[src/rtl/hub75_fb_memctrl.sv]
// HUB75 framebuffer memory controller: round-robin arbitration of row-engine clients onto one
// single-port memory, plus double/triple frame-buffer index management with drop accounting.
module hub75_fb_memctrl #(
  parameter int unsigned          N_CLIENTS = 2,
  parameter logic [N_CLIENTS-1:0] WR_MASK   = 'b01,
  parameter int unsigned          N_FRAMES  = 2,
  parameter int unsigned          ADDR_W    = 13,
  parameter int unsigned          DATA_W    = 16,
  parameter int unsigned          BUF_W     = $clog2(N_FRAMES)
) (
  input  logic                          clk_i,
  input  logic                          rst_ni,
  input  logic [N_CLIENTS-1:0]          cli_req_i,
  output logic [N_CLIENTS-1:0]          cli_gnt_o,
  input  logic [N_CLIENTS-1:0]          cli_rel_i,
  input  logic [N_CLIENTS*ADDR_W-1:0]   cli_addr_i,
  input  logic [N_CLIENTS*DATA_W-1:0]   cli_wdata_i,
  input  logic [N_CLIENTS-1:0]          cli_wren_i,
  input  logic [N_CLIENTS-1:0]          cli_rden_i,
  output logic [DATA_W-1:0]             cli_rdata_o,
  output logic [N_CLIENTS-1:0]          cli_rvalid_o,
  output logic [BUF_W+ADDR_W-1:0]       mem_addr_o,
  output logic [DATA_W-1:0]             mem_wdata_o,
  output logic                          mem_wren_o,
  input  logic [DATA_W-1:0]             mem_rdata_i,
  input  logic                          frame_swap_i,
  input  logic                          frame_sync_i,
  output logic [BUF_W-1:0]              front_idx_o,
  output logic [BUF_W-1:0]              back_idx_o,
  output logic                          swap_pending_o,
  output logic [15:0]                   drop_cnt_o
);

  localparam int unsigned IDX_W = (N_CLIENTS > 1) ? $clog2(N_CLIENTS) : 1;

  typedef enum logic [0:0] {StIdle, StBusy} arb_state_e;

  arb_state_e              state_q;
  logic [N_CLIENTS-1:0]    gnt_q;
  logic [N_CLIENTS-1:0]    rvalid_q;
  logic [IDX_W-1:0]        gidx_q;
  logic [IDX_W-1:0]        rr_q;
  logic [BUF_W-1:0]        buf_q;

  logic [BUF_W-1:0]        front_q, front_d;
  logic [BUF_W-1:0]        back_q, back_d;
  logic [BUF_W-1:0]        ready_q, ready_d;
  logic                    valid_q, valid_d;
  logic [15:0]             drop_q, drop_d;
  logic                    drop_inc;

  logic                    found;
  logic [IDX_W-1:0]        pick;
  logic [IDX_W-1:0]        cand;
  logic [IDX_W-1:0]        rr_next;

  // First requester at or after the round-robin pointer, wrapping modulo N_CLIENTS.
  always_comb begin
    found = 1'b0;
    pick  = '0;
    cand  = '0;
    for (int i = 0; i < int'(N_CLIENTS); i++) begin
      cand = IDX_W'((32'(rr_q) + 32'(i)) % N_CLIENTS);
      if (!found && cli_req_i[cand]) begin
        found = 1'b1;
        pick  = cand;
      end
    end
  end

  always_comb begin
    if (32'(gidx_q) == N_CLIENTS - 1) rr_next = '0;
    else                              rr_next = gidx_q + IDX_W'(1);
  end

  always_ff @(posedge clk_i or negedge rst_ni) begin
    if (!rst_ni) begin
      state_q  <= StIdle;
      gnt_q    <= '0;
      gidx_q   <= '0;
      rr_q     <= '0;
      buf_q    <= '0;
      rvalid_q <= '0;
    end else begin
      rvalid_q <= cli_rden_i & gnt_q;
      unique case (state_q)
        StIdle: begin
          if (found) begin
            gnt_q   <= N_CLIENTS'(1) << pick;
            gidx_q  <= pick;
            // Buffer is frozen for the whole tenure; later swaps only affect later grants.
            buf_q   <= WR_MASK[pick] ? back_q : front_q;
            state_q <= StBusy;
          end
        end
        StBusy: begin
          if (cli_rel_i[gidx_q]) begin
            gnt_q   <= '0;
            rr_q    <= rr_next;
            state_q <= StIdle;
          end
        end
        default: state_q <= StIdle;
      endcase
    end
  end

  always_comb begin
    mem_addr_o   = {buf_q, cli_addr_i[32'(gidx_q)*ADDR_W +: ADDR_W]};
    mem_wdata_o  = cli_wdata_i[32'(gidx_q)*DATA_W +: DATA_W];
    mem_wren_o   = gnt_q[gidx_q] & cli_wren_i[gidx_q] & WR_MASK[gidx_q];
    cli_gnt_o    = gnt_q;
    cli_rvalid_o = rvalid_q;
    cli_rdata_o  = mem_rdata_i;
  end

  always_comb begin
    front_d  = front_q;
    back_d   = back_q;
    ready_d  = ready_q;
    valid_d  = valid_q;
    drop_inc = 1'b0;
    if (N_FRAMES == 3) begin
      // An unconsumed ready frame replaced by a new one is a drop.
      drop_inc = frame_swap_i & valid_q;
      if (frame_swap_i && frame_sync_i) begin
        front_d = back_q;
        back_d  = ready_q;
        ready_d = front_q;
        valid_d = 1'b0;
      end else if (frame_swap_i) begin
        back_d  = ready_q;
        ready_d = back_q;
        valid_d = 1'b1;
      end else if (frame_sync_i && valid_q) begin
        front_d = ready_q;
        ready_d = front_q;
        valid_d = 1'b0;
      end
    end else begin
      drop_inc = frame_swap_i & valid_q & ~frame_sync_i;
      if (frame_sync_i && (valid_q || frame_swap_i)) begin
        front_d = back_q;
        back_d  = front_q;
        valid_d = 1'b0;
      end else if (frame_swap_i) begin
        valid_d = 1'b1;
      end
    end
    drop_d = (drop_inc && (drop_q != 16'hFFFF)) ? drop_q + 16'd1 : drop_q;
  end

  always_ff @(posedge clk_i or negedge rst_ni) begin
    if (!rst_ni) begin
      front_q <= BUF_W'(0);
      back_q  <= BUF_W'(1);
      ready_q <= BUF_W'(2 % N_FRAMES);
      valid_q <= 1'b0;
      drop_q  <= '0;
    end else begin
      front_q <= front_d;
      back_q  <= back_d;
      ready_q <= ready_d;
      valid_q <= valid_d;
      drop_q  <= drop_d;
    end
  end

  assign front_idx_o    = front_q;
  assign back_idx_o     = back_q;
  assign swap_pending_o = valid_q;
  assign drop_cnt_o     = drop_q;

endmodule
[config.mk]
export PLATFORM = sky130hd
export DESIGN_NAME = hub75_fb_memctrl
export DESIGN_NICKNAME = d
export VERILOG_FILES = /design/src/rtl/hub75_fb_memctrl.sv
export SDC_FILE = /design/constraint.sdc
export NUM_CORES = 1
export LEC_CHECK = 0
export CORE_MARGIN = 10
export CORE_UTILIZATION = 55
export DETAILED_ROUTE_END_ITERATION = 6
export DONT_BUFFER_PORTS = 1
export PLACE_DENSITY = 0.7
export SLEW_MARGIN = 20
export SYNTH_ARGS = -nofsm -noshare
export SYNTH_HDL_FRONTEND = slang
export SYNTH_SLANG_ARGS = --single-unit
[constraint.sdc]
create_clock -name clk_i -period 2.3 [get_ports clk_i]
set_clock_uncertainty 0.15 [all_clocks]
set_input_delay 0.575 -clock clk_i [delete_from_list [all_inputs] [get_ports clk_i]]
set_output_delay 0.575 -clock clk_i [all_outputs]
set_load 0.02 [all_outputs]
## Word-level counts from Yosys, hierarchy flattened

Cells that the tools add are included.

| storage, ports and cells | value |
|---|---|
| register bits after elaboration | 27 |
| input port bits | 86 |
| output and inout bits | 70 |
| logic and storage cells | 68 |

| cells by class | value |
|---|---|
| $add $sub $neg | 3 |
| multipliers | 1 |
| order comparisons | 4 |
| eq/ne operators | 3 |
| shift operators | 3 |
| mux-type cells | 28 |
| bitwise operators | 7 |
| reduce and logical (&&, ||, !) cells | 9 |

Operators by type and width:

| kind | count |
|---|---|
| 32-bit by 6-bit indexed part select with 16-bit output | 1 |
| 26-bit by 6-bit indexed part select with 13-bit output | 1 |
| 1-bit 2-to-1 mux | 24 |
| 16-bit by 1-bit adder with 16-bit output, second input constant | 1 |
| 16-bit inequality test, second input constant | 1 |
| 1-bit by 2-bit less-than comparator with 1-bit output, second input constant | 4 |
| 2-bit AND reduction | 3 |
| 1-bit by 4-bit multiplier with 5-bit output, second input constant | 1 |
| 1-bit AND | 4 |
| 2-bit 2-to-1 mux | 2 |
| 2-bit case mux with 2 select lines | 1 |
| 1-bit logical AND | 3 |
| 1-bit adder, second input constant | 2 |
| 2-bit AND | 1 |
| 2-bit by 1-bit inequality test with 1-bit output, second input constant | 1 |
| 2-bit inequality test, second input constant | 1 |
| 1-bit NOT | 2 |
| 1-bit case mux with 2 select lines | 1 |
| 2-bit nonzero test | 1 |
| 1-bit by 1-bit << shifter with 2-bit output, first input constant | 1 |
| 1-bit zero test | 1 |
| 1-bit logical OR | 1 |

## Longest topological paths before layout

Gate-level depths: netlist of the first run.

| logic depth | value |
|---|---|
| word-level depth | 9 |
| mapped depth | 5 |
| depth with buffers taken out | 5 |

## Worst setup path after synthesis of the first run

No wires, ideal clock.

| path | value |
|---|---|
| path kind | reg2out |
| start point | reg gidx_q |
| end point | out mem_addr_o[0] |
| arrival | 1.283 ns |
| required time | 1.575 ns |
| setup slack | 0.292 ns |
| cell stages (with the launch flop) | 4 |
| buffers on the path | 2 |
| path through | dfrtp_1 -> clkbuf_1 -> clkbuf_1 -> mux2_2 |

| between the ends | value |
|---|---|
| cells in the longest elaborated chain, start to end | 2 |

Ends and longest elaborated chain:

| what | line | RTL |
|---|---|---|
| from (decl) | 41 | `logic [IDX_W-1:0] gidx_q;` |
| from (signal assigned) | 90 | `gidx_q <= pick;` |
| 1-bit by 4-bit multiplier with 5-bit output | 109 | `mem_addr_o = {buf_q, cli_addr_i[32'(gidx_q)*ADDR_W +: ADDR_W]};` |
| 26-bit by 6-bit indexed part select with 13-bit output | 109 |  |
| to (decl) | 22 | `output logic [BUF_W+ADDR_W-1:0] mem_addr_o,` |

Every way passes these cells.

## Final worst setup path of the first run

| path | value |
|---|---|
| start point | reg gidx_q |
| end point | out mem_addr_o[6] |

Same word-level chain as after synthesis.

==> results of run 1 <==
## power by group through the flow
stage | sequential [mW] | combinational (mW) | clock (mW)
2_1_floorplan | 0.706 | 0.749 | 0
3_3_place_gp | 0.717 | 0.828 | 0
3_5_place_dp | 0.723 | 0.849 | 0
4_1_cts | 0.712 | 0.867 | 0.211
5_1_grt | 0.727 | 0.917 | 0.228
6_report | 0.711 | 0.852 | 0.200
## synth_stat cells
master	n	area (sq um)
sky130_fd_sc_hd__a21oi_1	4	20.0
sky130_fd_sc_hd__a221oi_1	1	8.76
sky130_fd_sc_hd__a31oi_1	1	6.26
sky130_fd_sc_hd__a41oi_1	1	8.76
sky130_fd_sc_hd__and2_1	2	12.5
sky130_fd_sc_hd__and3_1	1	6.26
sky130_fd_sc_hd__buf_4	17	128
sky130_fd_sc_hd__clkbuf_1	5	18.8
sky130_fd_sc_hd__dfrtp_1	26	651
sky130_fd_sc_hd__dfstp_2	1	26.3
sky130_fd_sc_hd__ha_1	1	12.5
sky130_fd_sc_hd__inv_1	3	11.3
sky130_fd_sc_hd__mux2_2	33	372
sky130_fd_sc_hd__mux2_4	1	15.0
sky130_fd_sc_hd__mux2i_1	2	20.0
sky130_fd_sc_hd__nand2_1	11	41.3
sky130_fd_sc_hd__nand2b_1	1	6.26
sky130_fd_sc_hd__nand3_1	6	30.0
sky130_fd_sc_hd__nand3b_4	1	20.0
sky130_fd_sc_hd__nand4_2	2	25.0
sky130_fd_sc_hd__nand4_4	1	21.3
sky130_fd_sc_hd__nor2_1	7	26.3
sky130_fd_sc_hd__nor2_2	1	6.26
sky130_fd_sc_hd__nor2b_1	1	6.26
sky130_fd_sc_hd__nor3_1	6	30.0
sky130_fd_sc_hd__nor3b_1	2	15.0
sky130_fd_sc_hd__nor4_1	4	25.0
sky130_fd_sc_hd__nor4_2	1	12.5
sky130_fd_sc_hd__nor4_4	1	21.3
sky130_fd_sc_hd__nor4b_1	1	8.76
sky130_fd_sc_hd__nor4b_2	1	15.0
sky130_fd_sc_hd__o21a_1	1	7.51
sky130_fd_sc_hd__o21ai_0	6	30.0
sky130_fd_sc_hd__o21bai_1	1	7.51
sky130_fd_sc_hd__or2_1	1	6.26
sky130_fd_sc_hd__xor2_1	11	96.3
## metal layers
| layer | part of all wire (%) | GRT usage, % | wire (um) | vias up |
|---|---|---|---|---|
| met2 | 52 | 27.6 | 2600 | 72 |
| met3 | 12 | 7.34 | 621 | 10 |
| met4 | 0.72 | 3.53 | 36 | 0 |
| met1 | 35 | 17.3 | 1770 | 572 |
| met5 | 0 | 0 | 0 | - |
| li1 | - | - | - | 569 |
## critical path: stages (launching register included)
cell,delay [ns]
sky130_fd_sc_hd__dfrtp_1,0.37
sky130_fd_sc_hd__buf_4,0.27
sky130_fd_sc_hd__mux2_2,0.44
## path summary, 6_finish.rpt
check | endpoint | slack, ns | cells after the start | start
max in group asynchronous | back_idx_o | 1.26 | 2 | rst_ni
min | swap_pending_o | 0.15 | 1 | frame_sync_i
max reg2reg | drop_cnt_o[15] | 0.30 | 4 | drop_cnt_o[7]
max | mem_addr_o[6] | 0.17 | 2 | gidx_q
min in group asynchronous | drop_cnt_o[8] | 0.51 | 2 | rst_ni
min reg2reg | rr_q | 0.37 | 2 | rr_q
## flip-flops by register name, indices dropped and copies added, names as in the netlist
name and cells:
swap_pending_o 1, front_idx_o 1, rr_q 1, buf_q 1, cli_gnt_o 2, cli_rvalid_o 2, state_q 1, drop_cnt_o 16
gidx_q 1, back_idx_o 1
## cell families (layout without fill, tap and decap cells)
family / count (synthesis) / count (layout)
muxes: 36 / 36
AOI/OAI and AO/OA: 15 / 15
adders and majority gates: 1 / 1
DFF: 27 / 27
buffers and inverters: 25 / 22
xor gates and xnor gates: 11 / 11
and+or+nand+nor: 51 / 51
## area by class of cell
| cell class | count | area share (%) |
|---|---|---|
| Clock buffer | 4 | 1.43 |
| Inverter | 3 | 0.613 |
| Tap cell | 44 | 3.00 |
| Timing Repair Buffer | 15 | 6.95 |
| Multi-Input combinational cell | 114 | 51.2 |
| Sequential cell | 27 | 36.9 |
## stage by stage
stage          setup slack [ns]  utilization [%]  area (sq um)
2_1_floorplan             0.292                -          1770
3_3_place_gp              0.311             57.8          1780
3_5_place_dp              0.258             57.8          1780
4_1_cts                   0.154             59.7          1840
5_1_grt                  0.0742             59.7          1840
6_report                  0.175             59.7          1840
## layout by cell type, fill, tap and decap left out, types with 2 or more instances in the layout
cell	Yosys	layout
sky130_fd_sc_hd__xor2_1	11	11
sky130_fd_sc_hd__nand4_2	2	2
sky130_fd_sc_hd__mux2i_1	2	2
sky130_fd_sc_hd__inv_1	3	3
sky130_fd_sc_hd__buf_4	17	13
sky130_fd_sc_hd__nor2_1	7	7
sky130_fd_sc_hd__mux2_2	33	33
sky130_fd_sc_hd__nand2_1	11	11
sky130_fd_sc_hd__nor4_1	4	4
sky130_fd_sc_hd__o21ai_0	6	6
sky130_fd_sc_hd__nand3_1	6	6
sky130_fd_sc_hd__nor3_1	6	6
sky130_fd_sc_hd__clkbuf_4	0	3
sky130_fd_sc_hd__a21oi_1	4	4
sky130_fd_sc_hd__dfrtp_1	26	26
sky130_fd_sc_hd__and2_1	2	2
sky130_fd_sc_hd__nor3b_1	2	2
## repair_timing
action,CTS,global route
setup endpoints to repair,0,0
setup buffers,0,0
hold endpoints to repair,27,0
gates resized for setup,0,0
hold buffers,2,0
==> results_tabular.tex, run 1 <==
\begin{tabular}{lr}
\hline
Metric & Value \\
\hline
\multicolumn{2}{l}{\textbf{Status}} \\
\quad Status & completed \\
\multicolumn{2}{l}{\textbf{GRT}} \\
\quad First-pass GRT wire length & 7840 um \\
\quad Largest net degree at the start of global routing & 28 \\
\quad Overall track demand over capacity in global routing & 15.9\% \\
\quad Remaining Overflow, GRT & 0 \\
\quad Number of antenna violations at the first check in global routing & 0 \\
\quad Via count of the first global-routing pass & 1,310 \\
\multicolumn{2}{l}{\textbf{Synthesis}} \\
\quad Post-synthesis sequential area ratio & 38.2\% \\
\quad Mux contribution to synthesized area & 22.9\% \\
\quad Mapped Avg Cell Area & 10.7 sq um \\
\quad Post-synthesis instance area & 1770 sq um \\
\quad Mapped Cells & 166 \\
\quad Number of register bits inferred by synthesis & 27 \\
\quad Synth Area in Adders & 0.705\% \\
\quad Synth cell types & 36 \\
\quad Post-synthesis xor/xnor area fraction & 5.43\% \\
\quad Syn. warnings & 0 \\
\quad Synthesized-area fraction occupied by and/or/nand/nor cells & 18.9\% \\
\quad Share of the synthesized area in compound gates (AO/OA/AOI/OAI) & 5.01\% \\
\quad Combinational family with the most area after synthesis & multiplexers \\
\quad Number of nets produced by synthesis & 253 \\
\multicolumn{2}{l}{\textbf{Power and ir drop}} \\
\quad Leak Pwr & 0.857 nW \\
\quad Clock Power Share & 11.3\% \\
\quad Sw Ratio & 44.9\% \\
\quad Pwr Density & 960 nW/um\^{}2 \\
\quad Power share of the sequential group & 40.3\% \\
\quad Total design power & 1.76 mW \\
\quad Combinational power share & 48.3\% \\
\quad Internal Power & 0.971 mW \\
\quad Max IR drop VDD & 0.604 mV \\
\quad NetSw & 0.791 mW \\
\multicolumn{2}{l}{\textbf{Die}} \\
\quad Cell row count & 20 \\
\quad Number of primary I/O pins & 156 \\
\quad Core area & 3080 sq um \\
\quad Die outline height & 76.8 um \\
\quad Die span in x & 76.8 um \\
\quad Starting utilization of the core area & 57.6\% \\
\quad Die area & 5900 sq um \\
\multicolumn{2}{l}{\textbf{Drt}} \\
\quad Drt initial violations & 21 \\
\quad Total via count in the routed design & 1,223 \\
\quad Count of TritonRoute iterations in the first routing pass & 4 \\
\quad Via/cell ratio & 5.91 \\
\quad DRC violation count after routing & 0 \\
\quad Remaining antenna violation count & 0 \\
\quad Wire length reported by the detailed router & 5030 um \\
\quad Routed length per instance & 24.3 um \\
\multicolumn{2}{l}{\textbf{Clock network}} \\
\quad TritonCTS clock tree & yes \\
\quad Clock transition at path regs & 0.13 ns \\
\quad Clock latency reported for the late side of the worst-skew pair & 0.31 ns \\
\quad Sink Count & 27 \\
\quad Deepest clock path buffer count & 2 \\
\quad Clock buffers created by TritonCTS & 3 \\
\quad H-tree Lvls & 1 \\
\quad Clk Tree Root Cell & sky130\_fd\_sc\_hd\_\_clkbuf\_4 \\
\multicolumn{2}{l}{\textbf{Final layout}} \\
\quad Final Net Count & 251 \\
\quad Cell Count, Final, Fillers Out & 207 \\
\quad Diodes inserted & 0 \\
\quad Total area of multi-input combinational cells & 940 sq um \\
\quad Layout cell share with drive strength beyond 1 & 36.8\% \\
\quad Footprint of the flip-flops and latches & 677 sq um \\
\quad Number of fill cells in the layout & 272 \\
\quad Signed area change from the synthesized netlist to the final layout & 3.53\% \\
\multicolumn{2}{l}{\textbf{STA}} \\
\quad Number of slew-limit violations in the final report & 0 \\
\quad Final Critical Period & 2.13 ns \\
\quad Worst slew margin relative to its limit & 67.1\% \\
\quad Setup TNS & 0 ns \\
\quad Unrepaired setup endpoints after global routing & false \\
\quad Final critical-path share of the clock period & 92.4\% \\
\quad Maximum achievable frequency & 470 MHz \\
\quad Slew @ Worst Pin & 0.490 ns \\
\quad Final number of hold-violating endpoints & 0 \\
\quad Hold slack & 0.153 ns \\
\quad Total setup violations reported at the end of the flow & 0 \\
\multicolumn{2}{l}{\textbf{Critical path}} \\
\quad Required time at the endpoint of the critical path & 1.57 ns \\
\quad Largest fanout on the critical path & 23 \\
\quad Type of the worst setup path & register to primary output \\
\quad Data arrival time of the worst path & 1.40 ns \\
\quad Critical path endpoint category & primary output \\
\quad Kind of start point of the critical path & register \\
\multicolumn{2}{l}{\textbf{Placement}} \\
\quad Half-perimeter wire length of the detailed placement result & 4340 um \\
\quad GP Congestion & 0.776 \\
\quad Placed Cells & 201 \\
\quad Port buffer count & 0 \\
\multicolumn{2}{l}{\textbf{Job}} \\
\quad MaxCap Viol Count & 0 \\
\multicolumn{2}{l}{\textbf{Worst hold path}} \\
\quad Class of the tightest hold or removal check & primary input to register \\
\hline
\end{tabular}
Note: power is estimated with default switching activity, not from simulation.
==> run 2: changes to the inputs <==
--- a/config.mk
+++ b/config.mk
@@ -6,10 +6,10 @@
 export NUM_CORES = 1
 export LEC_CHECK = 0
 export CORE_MARGIN = 10
-export CORE_UTILIZATION = 55
+export CORE_UTILIZATION = 53
 export DETAILED_ROUTE_END_ITERATION = 6
 export DONT_BUFFER_PORTS = 1
-export PLACE_DENSITY = 0.7
+export PLACE_DENSITY = 0.68
 export SLEW_MARGIN = 20
 export SYNTH_ARGS = -nofsm -noshare
 export SYNTH_HDL_FRONTEND = slang
==> run 2 against run 1 <==
Non-clock buffer count down 1. Register-to-register slack barely moved. Clock-buffer cell count fell by 1. Clock power hardly changed. Critical path type unchanged. Critical endpoint is now mem_wdata_o[15]. Highest routed layer unchanged.
==> results_tabular.tex, run 2 (same netlist as run 1, synthesis figures left out) <==
\begin{tabular}{lr}
\hline
Metric & Value \\
\hline
\multicolumn{2}{l}{\textbf{Drt}} \\
\quad Count of TritonRoute iterations in the first routing pass & 4 \\
\quad Drt initial violations & 54 \\
\quad Wire length reported by the detailed router & 5430 um \\
\quad Total via count in the routed design & 1,219 \\
\quad DRC violation count after routing & 0 \\
\quad Remaining antenna violation count & 0 \\
\quad Via/cell ratio & 5.92 \\
\quad Routed length per instance & 26.4 um \\
\multicolumn{2}{l}{\textbf{Final layout}} \\
\quad Commonest cells after routing, fill and taps aside & sky130\_fd\_sc\_hd\_\_mux2\_2 (33), sky130\_fd\_sc\_hd\_\_dfrtp\_1 (26), sky130\_fd\_sc\_hd\_\_buf\_4 (12) \\
\quad Most common library cell in the layout ignoring fill and taps & sky130\_fd\_sc\_hd\_\_mux2\_2 \\
\quad Number of flip-flops in the largest register & 16 \\
\quad Signed area change from the synthesized netlist to the final layout & 3.17\% \\
\quad Diodes inserted & 0 \\
\quad Layout cell share with drive strength beyond 1 & 37.0\% \\
\quad Final Net Count & 250 \\
\quad Number of fill cells in the layout & 276 \\
\multicolumn{2}{l}{\textbf{Placement}} \\
\quad GP Congestion & 0.836 \\
\quad Half-perimeter wire length of the detailed placement result & 4660 um \\
\quad Post-Place Worst Slack & 0.282 ns \\
\quad Port buffer count & 0 \\
\multicolumn{2}{l}{\textbf{Clock network}} \\
\quad Sink Count & 27 \\
\quad H-tree Lvls & 1 \\
\quad Clock buffers created by TritonCTS & 3 \\
\quad Deepest clock path buffer count & 2 \\
\quad Clk Tree Root Cell & sky130\_fd\_sc\_hd\_\_clkbuf\_4 \\
\quad TritonCTS clock tree & yes \\
\quad Clock latency reported for the late side of the worst-skew pair & 0.32 ns \\
\quad Clock transition at path regs & 0.14 ns \\
\multicolumn{2}{l}{\textbf{GRT}} \\
\quad Via count of the first global-routing pass & 1,231 \\
\quad First-pass GRT wire length & 8070 um \\
\quad Grt peak-use layer & met2 \\
\quad Met2 GRT Util & 30.0\% \\
\quad Remaining Overflow, GRT & 0 \\
\quad GR met1 Demand/Resource & 16.8\% \\
\quad Largest net degree at the start of global routing & 34 \\
\quad GR met3 Demand/Resource & 8.06\% \\
\quad Number of antenna violations at the first check in global routing & 0 \\
\quad Overall track demand over capacity in global routing & 16.5\% \\
\multicolumn{2}{l}{\textbf{STA}} \\
\quad Worst slew margin relative to its limit & 68.0\% \\
\quad Maximum achievable frequency & 452 MHz \\
\quad Final critical-path share of the clock period & 96.1\% \\
\quad Final Critical Period & 2.21 ns \\
\quad Setup TNS & 0 ns \\
\quad Unrepaired setup endpoints after global routing & false \\
\quad Total setup violations reported at the end of the flow & 0 \\
\quad Number of slew-limit violations in the final report & 0 \\
\quad Slew @ Worst Pin & 0.476 ns \\
\quad Final number of hold-violating endpoints & 0 \\
\quad Final WS setup & 0.0896 ns \\
\multicolumn{2}{l}{\textbf{Die}} \\
\quad Die outline height & 77.9 um \\
\quad Number of primary I/O pins & 156 \\
\quad Starting utilization of the core area & 56.7\% \\
\quad Die area & 6060 sq um \\
\quad Cell row count & 20 \\
\quad Core area & 3130 sq um \\
\quad Die span in x & 77.9 um \\
\multicolumn{2}{l}{\textbf{Critical path}} \\
\quad Critical path endpoint category & primary output \\
\quad Highest-delay cell along the critical path & sky130\_fd\_sc\_hd\_\_mux2\_2 \\
\quad Required time at the endpoint of the critical path & 1.57 ns \\
\quad Cell breakdown of the critical path & buf\_4, mux2\_2 \\
\quad Largest fanout on the critical path & 33 \\
\quad Type of the worst setup path & register to primary output \\
\quad Data arrival time of the worst path & 1.49 ns \\
\quad Largest stage delay on the critical path & 0.46 ns \\
\quad Kind of start point of the critical path & register \\
\multicolumn{2}{l}{\textbf{Worst hold path}} \\
\quad Class of the tightest hold or removal check & primary input to register \\
\multicolumn{2}{l}{\textbf{Job}} \\
\quad MaxCap Viol Count & 0 \\
\multicolumn{2}{l}{\textbf{Power and ir drop}} \\
\quad Max IR drop VDD & 0.487 mV \\
\quad Leak Pwr & 0.854 nW \\
\quad Pwr Density & 979 nW/um\^{}2 \\
\multicolumn{2}{l}{\textbf{Status}} \\
\quad Status & completed \\
\hline
\end{tabular}
[run 2: repair_timing]
action / 4_1_cts / 5_1_grt
gates resized for setup: 0 / 0
endpoints found under the hold margin: 27 / 0
setup buffers: 0 / 0
hold buffers: 2 / 0
[run 2: cell type report]
class / count / area [sq um] / area share [%]
sequential: 27 / 677 / 37.0
clock buffer: 3 / 22.5 / 1.23
multi-input combinational: 114 / 940 / 51.3
tap: 44 / 55.1 / 3.01
clock inverter: 1 / 5.00 / 0.273
inverter: 3 / 11.3 / 0.615
timing repair buffer: 14 / 120 / 6.56
[run 2: through the flow]
| step | utilization (%) | hold slack [ns] | instance area (sq um) | total power, mW | std cells |
|---|---|---|---|---|---|
| 2_1_floorplan | - | 0.129 | 1770 | 1.45 | 166 |
| 3_3_place_gp | 56.7 | 0.130 | 1770 | 1.58 | 200 |
| 3_5_place_dp | 56.7 | 0.130 | 1770 | 1.60 | 200 |
| 4_1_cts | 58.5 | 0.133 | 1830 | 1.82 | 206 |
| 5_1_grt | 58.5 | 0.114 | 1830 | 1.90 | 206 |
| 6_report | 58.5 | 0.144 | 1830 | 1.79 | 206 |
[run 2: final timing paths]
path / from / to / slack (ns) / cells past startpoint
max in group asynchronous: rst_ni / back_idx_o / 1.24 / 2
max: gidx_q / mem_wdata_o[15] / 0.09 / 2
min in group asynchronous: rst_ni / drop_cnt_o[6] / 0.53 / 2
max reg2reg: drop_cnt_o[2] / drop_cnt_o[15] / 0.29 / 4
min: frame_sync_i / swap_pending_o / 0.14 / 1
min reg2reg: rr_q / rr_q / 0.39 / 2
[run 2: layer usage]
| layer | vias to the layer above | share of wire (%) |
|---|---|---|
| met5 | - | 0 |
| met2 | 82 | 52 |
| met3 | 4 | 12 |
| li1 | 569 | - |
| met4 | 0 | 0.94 |
| met1 | 564 | 35 |
[run 2: report_power, final]
| group | total (mW) | switching (mW) | internal, mW |
|---|---|---|---|
| combinational | 0.898 | 0.553 | 0.345 |
| sequential | 0.692 | 0.134 | 0.559 |
| clock | 0.202 | 0.137 | 0.0650 |
| total | 1.79 | 0.824 | 0.969 |
[run 2: worst max-delay path: cells and delay by family (launching register included)]
family / cells / cell delay [ns]
muxes: 1 / 0.46
DFF: 1 / 0.35
buffers and inverters: 1 / 0.34
